[src/rtl/fb_pkg.sv]
// Shared framebuffer definitions: bus widths and the CPU read-FSM states.
package fb_pkg;

  localparam int FB_ADDR_W = 16;
  localparam int FB_DATA_W = 8;

  typedef enum logic [1:0] {
    IDLE    = 2'd0,
    RD_PEND = 2'd1,
    RD_DATA = 2'd2
  } rd_state_t;

endpackage

[src/rtl/fb_port_arbiter_wfifo.sv]
// Write buffer for CPU framebuffer writes: a plain synchronous FIFO of {addr,data}.
// Arbitration lives in the parent; this block only stores and orders entries.
module fb_wfifo #(
  parameter  int DEPTH = 4,
  parameter  int AW    = 16,
  parameter  int DW    = 8,
  localparam int LW    = $clog2(DEPTH) + 1
) (
  input  logic          clk,
  input  logic          rst_n,
  input  logic          push,
  input  logic [AW-1:0] push_addr,
  input  logic [DW-1:0] push_data,
  input  logic          pop,
  output logic [AW-1:0] head_addr,
  output logic [DW-1:0] head_data,
  output logic          full,
  output logic          empty,
  output logic [LW-1:0] level
);

  localparam int PW = $clog2(DEPTH);

  logic [AW+DW-1:0] mem_q [DEPTH];
  logic [AW+DW-1:0] mem_d [DEPTH];
  logic [PW-1:0]    wr_ptr_q, wr_ptr_d;
  logic [PW-1:0]    rd_ptr_q, rd_ptr_d;
  logic [LW-1:0]    level_q, level_d;

  // Pointers are exactly PW bits wide, so wrap-around is the natural overflow.
  always_comb begin
    mem_d    = mem_q;
    wr_ptr_d = wr_ptr_q + PW'(push);
    rd_ptr_d = rd_ptr_q + PW'(pop);
    level_d  = level_q + LW'(push) - LW'(pop);
    if (push) begin
      mem_d[wr_ptr_q] = {push_addr, push_data};
    end
  end

  always_ff @(posedge clk) begin
    if (!rst_n) begin
      mem_q    <= '{default: '0};
      wr_ptr_q <= '0;
      rd_ptr_q <= '0;
      level_q  <= '0;
    end else begin
      mem_q    <= mem_d;
      wr_ptr_q <= wr_ptr_d;
      rd_ptr_q <= rd_ptr_d;
      level_q  <= level_d;
    end
  end

  assign {head_addr, head_data} = mem_q[rd_ptr_q];
  assign full  = (level_q == LW'(DEPTH));
  assign empty = (level_q == '0);
  assign level = level_q;

endmodule

[src/rtl/fb_port_arbiter.sv]
// Arbitrates the single-port framebuffer RAM between VGA scan-out (top priority),
// a single-outstanding CPU read and the buffered CPU write stream.
module fb_port_arbiter
  import fb_pkg::*;
#(
  parameter  int ADDR_W      = FB_ADDR_W,
  parameter  int DATA_W      = FB_DATA_W,
  parameter  int WFIFO_DEPTH = 4,
  localparam int LVL_W       = $clog2(WFIFO_DEPTH) + 1
) (
  input  logic              clk,
  input  logic              rst_n,
  input  logic              vga_req,
  input  logic [ADDR_W-1:0] vga_addr,
  output logic [DATA_W-1:0] vga_data,
  input  logic              cpu_wr_valid,
  output logic              cpu_wr_ready,
  input  logic [ADDR_W-1:0] cpu_wr_addr,
  input  logic [DATA_W-1:0] cpu_wr_data,
  input  logic              cpu_rd_valid,
  output logic              cpu_rd_ready,
  input  logic [ADDR_W-1:0] cpu_rd_addr,
  output logic              cpu_rd_data_valid,
  output logic [DATA_W-1:0] cpu_rd_data,
  output logic              mem_en,
  output logic              mem_we,
  output logic [ADDR_W-1:0] mem_addr,
  output logic [DATA_W-1:0] mem_wdata,
  input  logic [DATA_W-1:0] mem_rdata,
  output logic [LVL_W-1:0]  wfifo_level
);

  rd_state_t         state_q, state_d;
  logic [ADDR_W-1:0] rd_addr_q, rd_addr_d;
  logic [DATA_W-1:0] rd_data_q, rd_data_d;
  logic [DATA_W-1:0] vga_data_q, vga_data_d;
  logic              vga_pend_q, vga_pend_d;
  logic              rdy_en_q, rdy_en_d;

  logic              fifo_push;
  logic              fifo_pop;
  logic              fifo_full;
  logic              fifo_empty;
  logic [ADDR_W-1:0] fifo_head_addr;
  logic [DATA_W-1:0] fifo_head_data;
  logic              grant_rd;

  fb_wfifo #(
    .DEPTH (WFIFO_DEPTH),
    .AW    (ADDR_W),
    .DW    (DATA_W)
  ) u_wfifo (
    .clk       (clk),
    .rst_n     (rst_n),
    .push      (fifo_push),
    .push_addr (cpu_wr_addr),
    .push_data (cpu_wr_data),
    .pop       (fifo_pop),
    .head_addr (fifo_head_addr),
    .head_data (fifo_head_data),
    .full      (fifo_full),
    .empty     (fifo_empty),
    .level     (wfifo_level)
  );

  // Readies stay low through reset and for the release cycle itself.
  always_comb begin
    cpu_rd_ready = rst_n && rdy_en_q && (state_q == IDLE);
    cpu_wr_ready = rst_n && rdy_en_q && !fifo_full &&
                   (state_q != RD_PEND) && (state_q != RD_DATA);
    fifo_push    = cpu_wr_valid && cpu_wr_ready;
  end

  // A pending read only wins once the FIFO is empty, keeping it behind earlier writes.
  always_comb begin
    mem_en    = 1'b0;
    mem_we    = 1'b0;
    mem_addr  = '0;
    mem_wdata = '0;
    grant_rd  = 1'b0;
    fifo_pop  = 1'b0;
    if (rst_n) begin
      if (vga_req) begin
        mem_en   = 1'b1;
        mem_addr = vga_addr;
      end else if ((state_q == RD_PEND) && fifo_empty) begin
        mem_en   = 1'b1;
        mem_addr = rd_addr_q;
        grant_rd = 1'b1;
      end else if (!fifo_empty) begin
        mem_en    = 1'b1;
        mem_we    = 1'b1;
        mem_addr  = fifo_head_addr;
        mem_wdata = fifo_head_data;
        fifo_pop  = 1'b1;
      end
    end
  end

  always_comb begin
    state_d           = state_q;
    rd_addr_d         = rd_addr_q;
    rd_data_d         = rd_data_q;
    cpu_rd_data_valid = 1'b0;
    cpu_rd_data       = rd_data_q;
    case (state_q)
      IDLE: begin
        if (cpu_rd_valid && cpu_rd_ready) begin
          rd_addr_d = cpu_rd_addr;
          state_d   = RD_PEND;
        end
      end
      RD_PEND: begin
        if (grant_rd) begin
          state_d = RD_DATA;
        end
      end
      RD_DATA: begin
        cpu_rd_data_valid = rst_n;
        cpu_rd_data       = mem_rdata;
        rd_data_d         = mem_rdata;
        state_d           = IDLE;
      end
      default: state_d = IDLE;
    endcase
  end

  always_comb begin
    vga_pend_d = vga_req;
    vga_data_d = vga_pend_q ? mem_rdata : vga_data_q;
    rdy_en_d   = 1'b1;
  end

  always_ff @(posedge clk) begin
    if (!rst_n) begin
      state_q    <= IDLE;
      rd_addr_q  <= '0;
      rd_data_q  <= '0;
      vga_data_q <= '0;
      vga_pend_q <= 1'b0;
      rdy_en_q   <= 1'b0;
    end else begin
      state_q    <= state_d;
      rd_addr_q  <= rd_addr_d;
      rd_data_q  <= rd_data_d;
      vga_data_q <= vga_data_d;
      vga_pend_q <= vga_pend_d;
      rdy_en_q   <= rdy_en_d;
    end
  end

  assign vga_data = vga_data_q;

endmodule

[config.mk]
export PLATFORM = sky130hd
export DESIGN_NAME = fb_port_arbiter
export DESIGN_NICKNAME = d
export VERILOG_FILES = /design/src/rtl/fb_pkg.sv /design/src/rtl/fb_port_arbiter_wfifo.sv /design/src/rtl/fb_port_arbiter.sv
export SDC_FILE = /design/constraint.sdc
export NUM_CORES = 1
export LEC_CHECK = 0
export ABC_CLOCK_PERIOD_IN_PS = 2800
export CAP_MARGIN = 20
export CORE_MARGIN = 2
export CORE_UTILIZATION = 50
export DETAILED_ROUTE_END_ITERATION = 8
export GPL_ROUTABILITY_DRIVEN = 1
export MAX_ROUTING_LAYER = met4
export PLACE_DENSITY = 0.77
export SLEW_MARGIN = 40
export SYNTH_ARGS = -nofsm -noshare
export SYNTH_HDL_FRONTEND = slang
export SYNTH_SLANG_ARGS = --single-unit
[constraint.sdc]
create_clock -name clk -period 2.8 [get_ports clk]
set_clock_uncertainty 0.15 [all_clocks]
set_input_delay 0.28 -clock clk [delete_from_list [all_inputs] [get_ports clk]]
set_output_delay 0.28 -clock clk [all_outputs]
set_load 0.01 [all_outputs]
==> out/metrics.yaml <==
clock_network:
  clock_latency_ns: 0.43
  cts_hold_buf: 0
  cts_max_level: 4
  cts_tree: "yes"
  root_buffer: "clkbuf_16"
  clk_pin_slew_ns: 0.06
  cts_buffers: 17
  clock-sinks: 139
  clockBufferDepth: 2
logic_synthesis:
  synth.cell_area_um2: 6289
  ys_warn_count: 0
  synth_edf_count: 0
  muxShareOfSynthArea_pct: 26.58
  ys_types: 38
  synthTopCellsByCount: "dfxtp_1, nand2_1, mux2i_1, and3_1, clkbuf_1"
  synth-compound-area-share_pct: 7.023
  synth_top_family_by_area: "multiplexers"
  synth-adder-area-share_pct: 0.7163
  synth_nets: 674
  yosysTopAreaCellShare_pct: 44.25
  synth_xor_area_share_pct: 0.5571
  synthCells: 602
  ys.flop_type: "dfxtp_1"
  yosysTopAreaCell: "dfxtp_1"
  synth-simple-area-share_pct: 16.16
  ys_ff_latch: 139
  synth_area_leaders: "dfxtp_1, mux2i_1, mux4_2, nand2_1, and3_1"
  yosysSeqAreaShare_pct: 44.25
  yosysMostFrequentCell: "dfxtp_1"
  avgSynthCellArea_um2: 10.45
  synthArstFlopShare_pct: 0
drt:
  first_pass_iters: 4
  route.detailed.drc: 0
  routedWlPerCell_um: 17.06
  ant_nets: 0
  vias_per_cell: 5.407
  routed-via-count: 4818
  drtIter0Drc: 333
  wirelength_um: 15200
setup_path:
  worst-path-buf-inv: 3
  cp_top_family: "buffers and inverters"
  setup.worst_path.start_class: "flop"
  max_stage_delay_ns: 0.52
  critPathKind: "flop to primary output"
  worst_setup_path_end_kind: "primary output"
  worstPathCellList: "buf_12 -> buf_12 -> mux4_2 -> and3_1 -> a221o_1 -> dlygate4sd2_1"
  crit_required_ns: 2.37
  arrival_ns: 2.30
  slowest_stage: "mux4_2"
  crit_fanout: 8
  cp_common_cell: "buf_12"
flow_run:
  cap_violations: 0
sta:
  relSlewSlack_pct: 51.00
  period_share_pct: 97.65
  setup_viol: 0
  final.setup.tns_ns: 0
  rsz0062_at_grt: "false"
  min_period_ns: 2.734
  hold_viol: 0
  max_freq_mhz: 365.7
  tightestPinTransition_ns: 0.7351
  drv_slew: 0
global_routing:
  grt_usage_pct: 23.81
  met2_usage_pct: 37.43
  grt_overflow: 0
  grt_pass1_vias: 4728
  grt_max_degree: 107
  use_met3_pct: 5.968
  grt_pass1_wl_um: 23710
  top_usage_layer: "met2"
  met1_usage_pct: 30.11
  grt_antenna_before_repair: 0
die:
  ios: 117
  row_count: 40
  dieWidth_um: 116.1
  initial_utilization_pct: 51.71
  fp.dieH_um: 116.1
  die_area_um2: 13490
  core_um2: 12160
placement:
  gp_congestion: 0.7960
  portBuffers: 116
  dpl.hpwl_um: 9934
layout:
  diodes: 0
  num-fill-cells: 922
  drive_above_1_share_pct: 13.42
  fin_nets: 783
  syn_to_final_growth_pct: 30.30
power:
  p_per_area_nw_per_um2: 611.1
  leakage_nw: 3.527
  p_total_mw: 5.008
  irDropWorstVdd_uv: 422.5
run_status:
  status: "completed"
min_path:
  hp-class: "primary input to flop"
## path summary, 6_finish.rpt
check / depth (start not counted) / to / slack, ns / startpoint
worst min-delay path: 3 / u_wfifo.mem_q[53] / 0.09 / rst_n
worst min register to register: 2 / u_wfifo.mem_q[47] / 0.30 / u_wfifo.mem_q[47]
worst max register to register: 7 / u_wfifo.level[1] / 0.57 / u_wfifo.level[2]
worst max-delay path: 6 / mem_addr[13] / 0.07 / u_wfifo.rd_ptr_q[0]
## routing by layer
metal	wire [um]	part of all wire [%]
met1	7067	46
met3	865	5.7
met2	7017	46
met5	0	0
met4	248	1.6
## stage by stage
step | hold WS [ns] | instances | setup WS (ns) | utilization (%) | area (um^2)
2_1_floorplan | 0.1577 | 602 | 0.4652 | - | 6289
3_3_place_gp | 0.2883 | 852 | 0.1592 | 61.81 | 7517
3_5_place_dp | 0.2992 | 852 | 0.06936 | 61.84 | 7521
4_1_cts | 0.07368 | 886 | 0.002371 | 67.07 | 8157
5_1_grt | 0.09417 | 891 | 0.007380 | 67.38 | 8194
6_report | 0.09035 | 891 | 0.06578 | 67.38 | 8194
## power by group
part	total (mW)	switching (mW)	internal [mW]
sequential	2.09	0.0487	2.04
combinational	0.727	0.348	0.380
clock	2.19	0.800	1.39
total	5.01	1.20	3.81
## kinds of logic after synthesis
logic type	Yosys count
fa+ha+maj	3
buf+inv	55
compound gates	55
xor+xnor	4
mux	136
simple gates	210
flops	139
## what timing repair did
| action | in CTS | in global routing |
|---|---|---|
| resized for setup | 20 | 6 |
| hold endpoints to repair | 0 | 0 |
| buffers inserted | 2 | 5 |
| setup endpoints to repair | 25 | 7 |
| cloned | 1 | 0 |
## flip-flops by register name (all words and copies together), names as in the netlist
register,cells
u_wfifo.mem_q,96
rd_addr_q,16
rd_data_q,8
vga_data,8
u_wfifo.level,3
state_q,2
u_wfifo.rd_ptr_q,2
u_wfifo.wr_ptr_q,2
rdy_en_q,1
vga_pend_q,1
## layout make-up
| cell class | instances | area (um^2) | area share [%] |
|---|---|---|---|
| Clock buffer | 24 | 491.7 | 6.001 |
| Clock inverter | 7 | 88.84 | 1.084 |
| Inverter | 4 | 15.01 | 0.1832 |
| Multi-Input combinational cell | 408 | 3214 | 39.23 |
| Sequential cell | 139 | 2788 | 34.02 |
| Tap cell | 168 | 210.2 | 2.565 |
| Timing Repair Buffer | 141 | 1386 | 16.92 |
## placed cells by master, fill, tap and decap left out, types with 14 or more instances in the layout
| master | n |
|---|---|
| o21a_1 | 16 |
| a221o_1 | 16 |
| mux4_2 | 24 |
| mux2i_1 | 104 |
| buf_4 | 21 |
| a21boi_0 | 16 |
| and3_1 | 41 |
| nor2_1 | 14 |
| clkbuf_16 | 17 |
| clkdlybuf4s50_1 | 96 |
| dfxtp_1 | 137 |
| nand2_1 | 123 |
## worst register-to-register path, delay by kind of cell, from the launching register on
kind,cells,cell delay (ns)
AND/OR/NAND/NOR,4,0.96
adder cells (fa/ha/maj),2,0.59
flip-flops,1,0.40
buffers and inverters,1,0.06
Note: power is estimated with default switching activity, not from simulation.
